$ cat src/rtl/msg_deframer_if.sv
// Stream bundle (data, valid, last, ready) shared by the framed input
// and the payload-only output of msg_deframer.
interface msg_deframer_if;
  logic [31:0] TDATA;
  logic        TVALID;
  logic        TLAST;
  logic        TREADY;

  modport master (output TDATA, TVALID, TLAST, input TREADY);
  modport slave  (input TDATA, TVALID, TLAST, output TREADY);
endinterface

$ cat src/rtl/msg_deframer.sv
// Strips and checks the header word of each framed message and forwards the payload.
// Optional feature: define MSG_DEFRAMER_BROADCAST_EN so that RX_UID 0xFF matches any my_uid.
module msg_deframer #(
  parameter int unsigned MAX_LEN_BYTES = 4096
) (
  input  logic           clk_200MHz,
  input  logic           peripheral_reset,
  input  logic [7:0]     my_uid,
  msg_deframer_if.slave  s_axis,
  msg_deframer_if.master m_axis,
  output logic           hdr_valid,
  output logic [7:0]     hdr_tx_uid,
  output logic [15:0]    hdr_len,
  output logic           err_uid,
  output logic           err_len,
  output logic [15:0]    msg_count
);

  typedef enum logic [1:0] {HEADER, PAYLOAD, DROP} state_e;

  state_e      state_q;
  logic [15:0] cnt_q, cnt_d;
  logic [31:0] m_data_q;
  logic        m_valid_q, m_last_q;
  logic        hdr_valid_q, err_uid_q, err_len_q;
  logic [7:0]  hdr_tx_uid_q;
  logic [15:0] hdr_len_q, msg_count_q;

  logic        s_ready, s_fire;
  logic [7:0]  rx_uid, tx_uid;
  logic [15:0] len;
  logic        uid_ok, len_ok;

  assign rx_uid = s_axis.TDATA[31:24];
  assign tx_uid = s_axis.TDATA[23:16];
  assign len    = s_axis.TDATA[15:0];

`ifdef MSG_DEFRAMER_BROADCAST_EN
  assign uid_ok = (rx_uid == my_uid) || (rx_uid == 8'hFF);
`else
  assign uid_ok = (rx_uid == my_uid);
`endif

  assign len_ok = (len != 16'd0) && (len[1:0] == 2'b00) && (32'(len) <= MAX_LEN_BYTES);

  // Ready is held low for the whole time reset is asserted, and rises as soon as it drops.
  always_comb begin
    // NOTE: default assignment first so no path through the case can infer a latch.
    s_ready = 1'b0;
    if (!peripheral_reset) begin
      unique case (state_q)
        HEADER, DROP: s_ready = 1'b1;
        PAYLOAD:      s_ready = !m_valid_q || m_axis.TREADY;
        default:      s_ready = 1'b0;
      endcase
    end
  end

  assign s_fire = s_axis.TVALID && s_ready;
  assign cnt_d  = cnt_q - 16'd1;

  // NOTE: non-blocking assignments only, so every branch sees pre-edge register values.
  always_ff @(posedge clk_200MHz) begin
    if (peripheral_reset) begin
      state_q      <= HEADER;
      cnt_q        <= '0;
      m_data_q     <= '0;
      m_valid_q    <= 1'b0;
      m_last_q     <= 1'b0;
      hdr_valid_q  <= 1'b0;
      hdr_tx_uid_q <= '0;
      hdr_len_q    <= '0;
      err_uid_q    <= 1'b0;
      err_len_q    <= 1'b0;
      msg_count_q  <= '0;
    end else begin
      hdr_valid_q <= 1'b0;
      err_uid_q   <= 1'b0;
      err_len_q   <= 1'b0;

      if (m_valid_q && m_axis.TREADY) m_valid_q <= 1'b0;

      if (s_fire) begin
        unique case (state_q)
          HEADER: begin
            // A single-beat frame is already fully consumed, so stay put.
            if (s_axis.TLAST) begin
              err_len_q <= 1'b1;
            end else if (!uid_ok) begin
              err_uid_q <= 1'b1;
              state_q   <= DROP;
            end else if (!len_ok) begin
              err_len_q <= 1'b1;
              state_q   <= DROP;
            end else begin
              hdr_valid_q  <= 1'b1;
              hdr_tx_uid_q <= tx_uid;
              hdr_len_q    <= len;
              cnt_q        <= {2'b00, len[15:2]};
              state_q      <= PAYLOAD;
            end
          end
          PAYLOAD: begin
            m_valid_q <= 1'b1;
            m_data_q  <= s_axis.TDATA;
            m_last_q  <= (cnt_q == 16'd1) || s_axis.TLAST;
            cnt_q     <= cnt_d;
            if (cnt_q == 16'd1) begin
              if (s_axis.TLAST) begin
                msg_count_q <= msg_count_q + 16'd1;
                state_q     <= HEADER;
              end else begin
                err_len_q <= 1'b1;
                state_q   <= DROP;
              end
            end else if (s_axis.TLAST) begin
              err_len_q <= 1'b1;
              state_q   <= HEADER;
            end
          end
          DROP: begin
            if (s_axis.TLAST) state_q <= HEADER;
          end
          default: state_q <= HEADER;
        endcase
      end
    end
  end

  assign s_axis.TREADY = s_ready;
  assign m_axis.TDATA  = m_data_q;
  assign m_axis.TVALID = m_valid_q;
  assign m_axis.TLAST  = m_last_q;
  assign hdr_valid     = hdr_valid_q;
  assign hdr_tx_uid    = hdr_tx_uid_q;
  assign hdr_len       = hdr_len_q;
  assign err_uid       = err_uid_q;
  assign err_len       = err_len_q;
  assign msg_count     = msg_count_q;

endmodule

$ cat src/flat_wrapper.sv
// flat-port wrapper written by rule: the top's interface ports become plain ports
module msg_deframer_flat 
#(
  parameter int unsigned MAX_LEN_BYTES = 4096
)
  (clk_200MHz, peripheral_reset, my_uid, hdr_valid, hdr_tx_uid, hdr_len, err_uid, err_len, msg_count, s_axis_TDATA, s_axis_TVALID, s_axis_TLAST, s_axis_TREADY, m_axis_TDATA, m_axis_TVALID, m_axis_TLAST, m_axis_TREADY);
  msg_deframer_if s_axis_i ();
  msg_deframer_if m_axis_i ();
  input  logic clk_200MHz;
  input  logic peripheral_reset;
  input  logic [7:0] my_uid;
  output logic hdr_valid;
  output logic [7:0] hdr_tx_uid;
  output logic [15:0] hdr_len;
  output logic err_uid;
  output logic err_len;
  output logic [15:0] msg_count;
  input wire logic [$bits(s_axis_i.TDATA)-1:0] s_axis_TDATA;
  input wire logic [$bits(s_axis_i.TVALID)-1:0] s_axis_TVALID;
  input wire logic [$bits(s_axis_i.TLAST)-1:0] s_axis_TLAST;
  output wire logic [$bits(s_axis_i.TREADY)-1:0] s_axis_TREADY;
  output wire logic [$bits(m_axis_i.TDATA)-1:0] m_axis_TDATA;
  output wire logic [$bits(m_axis_i.TVALID)-1:0] m_axis_TVALID;
  output wire logic [$bits(m_axis_i.TLAST)-1:0] m_axis_TLAST;
  input wire logic [$bits(m_axis_i.TREADY)-1:0] m_axis_TREADY;
  assign s_axis_i.TDATA = s_axis_TDATA;
  assign s_axis_i.TVALID = s_axis_TVALID;
  assign s_axis_i.TLAST = s_axis_TLAST;
  assign s_axis_TREADY = s_axis_i.TREADY;
  assign m_axis_TDATA = m_axis_i.TDATA;
  assign m_axis_TVALID = m_axis_i.TVALID;
  assign m_axis_TLAST = m_axis_i.TLAST;
  assign m_axis_i.TREADY = m_axis_TREADY;
  msg_deframer #(.MAX_LEN_BYTES(MAX_LEN_BYTES)) u_core (.clk_200MHz(clk_200MHz), .peripheral_reset(peripheral_reset), .my_uid(my_uid), .s_axis(s_axis_i), .m_axis(m_axis_i), .hdr_valid(hdr_valid), .hdr_tx_uid(hdr_tx_uid), .hdr_len(hdr_len), .err_uid(err_uid), .err_len(err_len), .msg_count(msg_count));
endmodule
$ cat config.mk
export PLATFORM = sky130hd
export DESIGN_NAME = msg_deframer_flat
export DESIGN_NICKNAME = d
export VERILOG_FILES = /design/src/rtl/msg_deframer_if.sv /design/src/rtl/msg_deframer.sv /design/src/flat_wrapper.sv
export SDC_FILE = /design/constraint.sdc
export NUM_CORES = 1
export LEC_CHECK = 0
export BUFFER_PORTS_ARGS = -buffer_cell sky130_fd_sc_hd__buf_2
export CELL_PAD_IN_SITES_DETAIL_PLACEMENT = 1
export CELL_PAD_IN_SITES_GLOBAL_PLACEMENT = 2
export CORE_ASPECT_RATIO = 2
export CORE_MARGIN = 4
export CORE_UTILIZATION = 30
export DETAILED_ROUTE_END_ITERATION = 10
export PLACE_DENSITY = 0.8
export SETUP_SLACK_MARGIN = 0.05
export SYNTH_ARGS = -nofsm -noshare
export SYNTH_HDL_FRONTEND = slang
export SYNTH_SLANG_ARGS = --single-unit
$ cat constraint.sdc
create_clock -name clk_200MHz -period 2.6 [get_ports clk_200MHz]
set_clock_uncertainty 0.05 [all_clocks]
set_input_delay 0.52 -clock clk_200MHz [delete_from_list [all_inputs] [get_ports clk_200MHz]]
set_output_delay 0.52 -clock clk_200MHz [all_outputs]
set_load 0.02 [all_outputs]
==> Word level (Yosys, flattened, before mapping) <==
Index checks and enable logic that the tools add are counted.
{ "word_totals": {"out_inout_bits": 78, "latch_bits": 0, "memories": 0, "elab_cells": 70, "rom_bits": 0, "in_bits": 45, "mem_bits_rw": 0, "register_bits": 95} }
{ "classes": {"n_reduce_logical": 20, "addsub": 2, "bitwise": 4, "n_shift": 0, "eq_ne": 7, "div": 0, "mul": 0, "n_mux": 25, "n_lt_le_gt_ge": 1} }
{ "op_table": {"columns": ["cell", "count"], "rows": [
  ["2-to-1 mux 16 bit", 3],
  ["case mux 16 bit (2 select lines)", 1],
  ["adder 16 x 1 -> 16 bit, second input constant", 1],
  ["equality test 16 x 1 -> 1 bit, second input constant", 1],
  ["<= comparator 16 x 13 -> 1 bit, second input constant", 1],
  ["nonzero test 16 bit", 1],
  ["subtractor 16 x 1 -> 16 bit, second input constant", 1],
  ["2-to-1 mux 1 bit", 12],
  ["2-to-1 mux 2 bit", 6],
  ["AND reduction 5 bit", 2],
  ["equality test 8 bit", 1],
  ["case mux 2 bit (3 select lines)", 1],
  ["OR reduction 5 bit", 1],
  ["logical AND 1 bit", 4],
  ["logical NOT 2 bit", 2],
  ["inequality test 2 x 1 -> 1 bit, second input constant", 2],
  ["NOT 1 bit", 4],
  ["case mux 1 bit (2 select lines)", 2],
  ["AND reduction 2 bit", 2],
  ["AND reduction 4 bit", 1],
  ["OR reduction 2 bit", 2],
  ["OR reduction 4 bit", 1],
  ["equality test 2 x 1 -> 1 bit, second input constant", 1],
  ["equality test 2 bit, second input constant", 1],
  ["other kinds (4)", 5]
]} }

==> Logic depth before layout (Yosys ltp) <==
Gate-level depths: netlist of the first run.
{ "logic_depth": {"word_depth": 7, "depth_mapped": 8, "mapped_depth_nobuf": 8} }

==> Least setup slack after synthesis of the first run <==
Ideal clock, no wire load.
{ "synth_path": {"path_kind": "in2reg", "from": "input peripheral_reset", "to": "register u_core.msg_count_q[14], in the netlist u_core.msg_count[14]", "setup_slack_ns": 0.557, "cell_stages": 6, "t_arrival_ns": 1.871, "setup_ns": 0.121, "cell_sequence": "and4bb_1 > nand3_2 > nor4_4 > and3_4 > nand3_2 > mux2_4"} }
{ "synth_via": {"elab_chain_cells": 3} }
{ "synth_rtl": {"columns": ["element", "line_no", "source"], "rows": [
  ["start, declared", "flat_wrapper.sv:10", "input logic peripheral_reset;"],
  ["2-to-1 mux 1 bit", "msg_deframer.sv:50", "if (!peripheral_reset) begin"],
  ["logical AND 1 bit", "msg_deframer.sv:59", "assign s_fire = s_axis.TVALID && s_ready;"],
  ["AND reduction 4 bit (no line)", null, null],
  ["end signal, assigned", "msg_deframer.sv:110", "msg_count_q <= msg_count_q + 16'd1;"],
  ["end, declared", "msg_deframer.sv:27", "logic [15:0] hdr_len_q, msg_count_q;"]
]} }
Several ways; a longest one is shown, not always the timed one.
A chain may end at the register's enable or synchronous reset.

==> Worst setup path after layout of the first run <==
{ "layout_path": {"from": "input s_axis_TDATA[3]", "to": "register u_core.cnt_q[13]"} }
{ "layout_via": {"elab_chain_cells": 5, "word_cells_on_any_way": 6} }
{ "layout_rtl": {"columns": ["element", "line_no", "source"], "rows": [
  ["start, declared", "flat_wrapper.sv:18", "input wire logic [$bits(s_axis_i.TDATA)-1:0] s_axis_TDATA;"],
  ["parallel branches: the longest is 2 deep, another holds <= comparator 16 x 13 -> 1 bit", null, null],
  ["logical AND 1 bit *", "msg_deframer.sv:44", "assign len_ok = (len != 16'd0) && (len[1:0] == 2'b00) && (32'(len) <= MAX_LEN_BYTES);"],
  ["inequality test 2 x 1 -> 1 bit (no line) *", null, null],
  ["AND reduction 5 bit (no line) *", null, null],
  ["end signal, assigned", "msg_deframer.sv:99", "cnt_q <= {2'b00, len[15:2]};"],
  ["end signal, assigned", "msg_deframer.sv:107", "cnt_q <= cnt_d;"],
  ["end, declared", "msg_deframer.sv:22", "logic [15:0] cnt_q, cnt_d;"]
]} }
Mark *: on every way between the ends.

==> results of run 1 <==
==> power by group through the flow <==
stage	combinational (uW)	sequential [uW]	clock [uW]
floorplan	58.4	1490	0
global placement	139	1490	0
detailed placement	143	1490	0
CTS	143	1460	1450
global route	152	1460	1520
finish	140	1460	1410
==> worst max-delay path, stage by stage <==
cell and delay, ns:
buf_2 0.11, nor4_1 0.58, nand3_1 0.24, mux2i_4 0.28
a31o_2 0.29, and2_1 0.20, a311oi_1 0.31
==> registers in the layout, indices dropped and copies added (netlist names) <==
| signal | flops |
|---|---|
| u_core.msg_count | 16 |
| u_core.state_q | 2 |
| u_core.m_axis.TLAST | 1 |
| u_core.hdr_tx_uid | 8 |
| u_core.hdr_len | 16 |
| u_core.m_axis.TDATA | 32 |
| u_core.err_uid | 1 |
| u_core.m_axis.TVALID | 1 |
| u_core.cnt_q | 16 |
| u_core.err_len | 1 |
| u_core.hdr_valid | 1 |
==> through the flow <==
stage | hold slack, ns | utilization, % | setup slack [ns] | instances
floorplan | 0.407 | - | 0.557 | 494
global placement | 0.389 | 37.0 | -0.149 | 799
detailed placement | 0.389 | 37.0 | -0.200 | 799
CTS | 0.353 | 39.3 | 0.175 | 815
global route | 0.370 | 39.3 | 0.0954 | 815
finish | 0.367 | 39.3 | 0.259 | 815
==> synth_stat cells, types with 3 or more instances <==
master	n
ha_1	4
buf_2	4
mux2i_1	20
clkbuf_1	18
a311oi_1	3
nand3_1	17
dfxtp_1	95
a21oi_1	59
nor4_4	3
and2_1	7
nand2_1	78
and3_1	7
nor2_1	54
nor4_1	6
nor2b_1	4
nor3_1	13
inv_1	8
nand4_1	10
xor2_1	12
o21ai_0	18
nand2b_1	5
xnor2_1	9
==> final cells by class <==
type                            count  area share (%)
Clock buffer                       10            4.40
Clock inverter                      6            1.34
Inverter                            8           0.553
Multi-Input combinational cell    367            40.1
Sequential cell                    95            35.0
Tap cell                          189            4.36
Timing Repair Buffer              140            14.2
==> logic make-up after synthesis <==
kind of cell,after synthesis
AOI/OAI and AO/OA,96
xor gates and xnor gates,21
muxes,22
and+or+nand+nor,224
buffers and inverters,32
DFF,95
adders and majority gates,4
==> worst paths after layout <==
path                                        start                              endpoint  slack, ns  cells after the start
max                               s_axis_TDATA[3]         u_core.cnt_q[13]$_SDFFE_PP0P_       0.26                      7
min                              s_axis_TDATA[21]     u_core.hdr_tx_uid[5]$_SDFFE_PP0P_       0.37                      3
max reg2reg          u_core.cnt_q[0]$_SDFFE_PP0P_         u_core.cnt_q[13]$_SDFFE_PP0P_       0.42                      6
min reg2reg  u_core.m_axis.TDATA[15]$_SDFFE_PP0P_  u_core.m_axis.TDATA[15]$_SDFFE_PP0P_       0.40                      2
==> metal layers <==
| metal | vias to the layer above | global-route usage, % | wire [microns] |
|---|---|---|---|
| met1 | 1970 | 18.8 | 5170 |
| met4 | 0 | 8.06 | 453 |
| met5 | - | 0 | 0 |
| met3 | 24 | 3.21 | 432 |
| met2 | 68 | 35.8 | 8330 |
| li1 | 1962 | - | - |
==> out/qor.csv, run 1 <==
metric,value,unit
Synth top area share,45.2,%
Syn Area/Cell,8.51,sq um
Synth warnings,0,
vias in the first global route,4379,
Worst-Margin Slew,0.824,ns
CP arrival,2.53,ns
"commonest non-fill, non-tap cell in the layout",buf_2,
total power,3000,uW
post-layout min period,2.34,ns
Clock Power Share,46.8,%
"Reg clk slew, reported paths",0.07,ns
wire per inst,17.6,microns
hold_buf cts,0,
die area,0.0161,sq mm
Adder-Cell Fraction of Synth Area,1.19,%
pwr/cell area,553,mW/mm^2
CTS tree,yes,
CP Launch Type,input pin,
Die X,91.7,microns
postcts setup bufs,0,
Fillers,1697,
Num CTS Buffers,9,
"final std cell area, no fill",0.00543,sq mm
compound-gate portion of the synthesized area,13.6,%
Final Hold Viols,0,
Clock Latency Late Sink,0.35,ns
Routed Antenna Nets,0,
Synth area leaders,"dfxtp_1 45%, a21oi_1 7.0%, nand2_1 7.0%",
XOR/XNOR share of the synthesized area,4.37,%
Detailed Route WL,14400,microns
Yosys reg bits,95,
largest family of logic cells by synthesized area,simple AND/OR/NAND/NOR gates,
post-synthesis sequential area ratio,45.2,%
Tcrit/Tclk final,90.0,%
Max H-tree Level,3,
syn nets,543,
final setup violation count,0,
"commonest cells after routing, fill and taps aside","122 x buf_2, 95 x dfxtp_1, 78 x nand2_1",
crit path kind,input pin to flip-flop,
Worst Path Max Fanout,4,
post-synthesis mux area share,5.65,%
die height,175,microns
cell taking the most area after synthesis,dfxtp_1,
Sum Neg Setup Slack,0,ns
Core ar.,0.0138,sq mm
Comb power frac,4.6,%
"EDFF count, synth",0,
synth-to-layout area growth,29.1,%
DP Area,0.00512,sq mm
largest net degree at the start of global routing,76,
first-pass GRT wire length,23300,microns
DRC errors left,0,
deepest clock path buffer count,2,
Final GP Congestion,0.810,
Slew Limit Headroom,45.1,%
area of the multi-input gates,0.00218,sq mm
# Max-Cap Violations,0,
Min-Delay Path Class,input pin to flip-flop,
drt first pass iters,4,
"Top FF cell, synth",dfxtp_1,
peak supply drop,0.318,mV
post-synth cell types,55,
total inserted antenna cells,0,
via count,4024,
Seq pwr share,48.5,%
I/O Buffers,122,
CP required,2.79,ns
Reg area,0.00190,sq mm
status,completed,
Net Sw Power,706,uW
DP HPWL,10800,microns
Clock Root Buffer,clkbuf_16,
cells after synthesis,494,
Peak Freq,427,MHz
vias per cell,4.94,
switching fraction of total power,23.5,%
internal power,2300,uW
gr usage total,18.5,%
Slew Limit Fails,0,
initial antenna violation count,0,
global route overflow,0,
IO Pins,123,
clock sink total,95,
RSZ-0062 raised after global routing,false,
share of cells above drive strength 1,28.1,%
ys async rst share,0,%
nets,670,
Critical Path End Type,flip-flop,
Leak,0.00240,uW
# rows,61,
area of the mapped netlist,0.00421,sq mm
Post-CTS Resized,0,
drt initial violations,122,
starting density of the core,30.4,%
post-synthesis simple-gate area fraction,26.8,%
Note: power is estimated with default switching activity, not from simulation.
==> run 2: changes to the inputs <==
BUFFER_PORTS_ARGS = -buffer_cell sky130_fd_sc_hd__buf_4   (was -buffer_cell sky130_fd_sc_hd__buf_2)
==> out/qor.csv, run 2 (same netlist as run 1, synthesis figures left out) <==
metric,value,unit,change
via count,4090,,+1.6%
CTS tree,yes,,
first-pass GRT wire length,23300,microns,-0.27%
initial antenna violation count,0,,unchanged
DP Area,0.00544,sq mm,+6.3%
Detailed Route WL,14600,microns,+1.8%
final setup violation count,0,,unchanged
starting density of the core,30.4,%,unchanged
post-layout min period,2.18,ns,-0.160 ns
Leak,0.00244,uW,+1.4%
status,completed,,
Worst Path Max Fanout,5,,+1
pre-CTS WS,0.0816,ns,+0.281 ns
wire per inst,17.9,microns,+1.5%
I/O Buffers,122,,unchanged
hold_buf cts,0,,unchanged
total inserted antenna cells,0,,unchanged
Sum Neg Setup Slack,0,ns,unchanged
Final Hold Viols,0,,unchanged
synth-to-layout area growth,36.6,%,
placed insts,801,,+0.25%
Post-CTS Resized,0,,unchanged
setup ws final,0.420,ns,+0.160 ns
vias per cell,5.01,,+1.4%
nets,672,,+0.30%
IO Pins,123,,unchanged
DRC errors left,0,,unchanged
"commonest cells after routing, fill and taps aside","140 x buf_4, 95 x dfxtp_1, 78 x nand2_1",,
RSZ-0062 raised after global routing,false,,
postcts setup bufs,0,,unchanged
deepest clock path buffer count,2,,unchanged
max reg flops,32,,unchanged
pwr/cell area,521,mW/mm^2,-5.9%
CP required,2.75,ns,-0.04 ns
Clock Latency Late Sink,0.34,ns,about the same
# rows,61,,unchanged
worst r2r path cells,7,,+1
crit path kind,flip-flop to flip-flop,,
die area,0.0161,sq mm,unchanged
Die X,91.7,microns,unchanged
Clock Power Share,45.9,%,-0.9 points
Worst-Margin Slew,0.840,ns,+0.0159 ns
Peak Freq,459,MHz,+7.4%
drt initial violations,183,,+50%
drt first pass iters,4,,unchanged
gr usage total,18.4,%,-0.028 points
hold depth,3,,unchanged
Routed Antenna Nets,0,,unchanged
Core ar.,0.0138,sq mm,unchanged
CP arrival,2.33,ns,-0.20 ns
Slew Limit Fails,0,,unchanged
Max H-tree Level,3,,unchanged
Critical Path End Type,flip-flop,,
Min-Delay Path Class,input pin to flip-flop,,
Num CTS Buffers,9,,unchanged
global route overflow,0,,unchanged
Final Instance Count excl. Fillers,817,,+0.25%
Comb power frac,5.4,%,+0.8 points
clock sink total,95,,unchanged
share of cells above drive strength 1,28.2,%,+0.070 points
Clock Root Buffer,clkbuf_16,,
largest net degree at the start of global routing,78,,+2.6%
switching fraction of total power,22.7,%,-0.84 points
# Max-Cap Violations,0,,unchanged
"Reg clk slew, reported paths",0.07,ns,about the same
DP HPWL,11200,microns,+3.7%
Seq pwr share,48.7,%,+0.2 points
Slew Limit Headroom,44.0,%,-1.1 points
"final std cell area, no fill",0.00574,sq mm,+5.8%
vias in the first global route,4395,,+0.37%
internal power,2310,uW,+0.68%
peak supply drop,0.291,mV,-8.6%
Final GP Congestion,0.801,,-1.2%
total power,2990,uW,-0.41%
Net Sw Power,678,uW,-4.0%
Tcrit/Tclk final,83.9,%,-6.2 points
"commonest non-fill, non-tap cell in the layout",buf_4,,
CP Launch Type,flip-flop,,
die height,175,microns,unchanged
==> run 2: metal layers <==
layer | share of wire [%] | up-vias | global-route usage [%] | routed length (microns)
met1 | 34 | 2018 | 18.2 | 4950
li1 | - | 1957 | - | -
met2 | 59 | 83 | 36.8 | 8650
met4 | 3.3 | 0 | 7.88 | 487
met3 | 3.8 | 32 | 2.87 | 549
met5 | 0 | - | 0 | 0
==> run 2: critical path, stage by stage (launching register included) <==
cell	delay, ns
dfxtp_1	0.43
ha_1	0.18
nor4b_2	0.34
nand3_1	0.21
nor3_1	0.43
nand4_1	0.19
xor2_1	0.17
nor2_1	0.05
==> run 2: area by class of cell <==
| type | count | area, sq um |
|---|---|---|
| clock buffer | 11 | 243 |
| clock inverter | 5 | 63.8 |
| fill | 1663 | 8070 |
| inverter | 8 | 30.0 |
| multi-input combinational | 367 | 2180 |
| sequential | 95 | 1900 |
| tap | 189 | 236 |
| timing repair buffer | 142 | 1090 |
==> run 2: stage by stage <==
step / hold slack [ns] / util, %
after detailed placement: 0.397 / 39.4
after floorplan: 0.407 / -
after global placement: 0.395 / 39.4
after global routing: 0.373 / 41.6
after CTS: 0.361 / 41.6
final: 0.372 / 41.6
==> run 2: power by group through the flow <==
stage / clock network (uW) / registers [uW] / logic, uW
final: 1370 / 1460 / 160
after CTS: 1420 / 1460 / 164
after global placement: 0 / 1490 / 160
after detailed placement: 0 / 1490 / 163
after floorplan: 0 / 1490 / 58.4
after global routing: 1470 / 1460 / 175
==> run 2: final timing paths <==
kind | to | slack (ns) | from
hold / removal | u_core.hdr_tx_uid[5]$_SDFFE_PP0P_ | 0.37 | s_axis_TDATA[21]
hold reg to reg | u_core.m_axis.TDATA[29]$_SDFFE_PP0P_ | 0.40 | u_core.m_axis.TDATA[29]$_SDFFE_PP0P_
setup / recovery | u_core.msg_count[3]$_SDFFE_PP0P_ | 0.42 | u_core.cnt_q[0]$_SDFFE_PP0P_
setup reg to reg | u_core.msg_count[3]$_SDFFE_PP0P_ | 0.42 | u_core.cnt_q[0]$_SDFFE_PP0P_
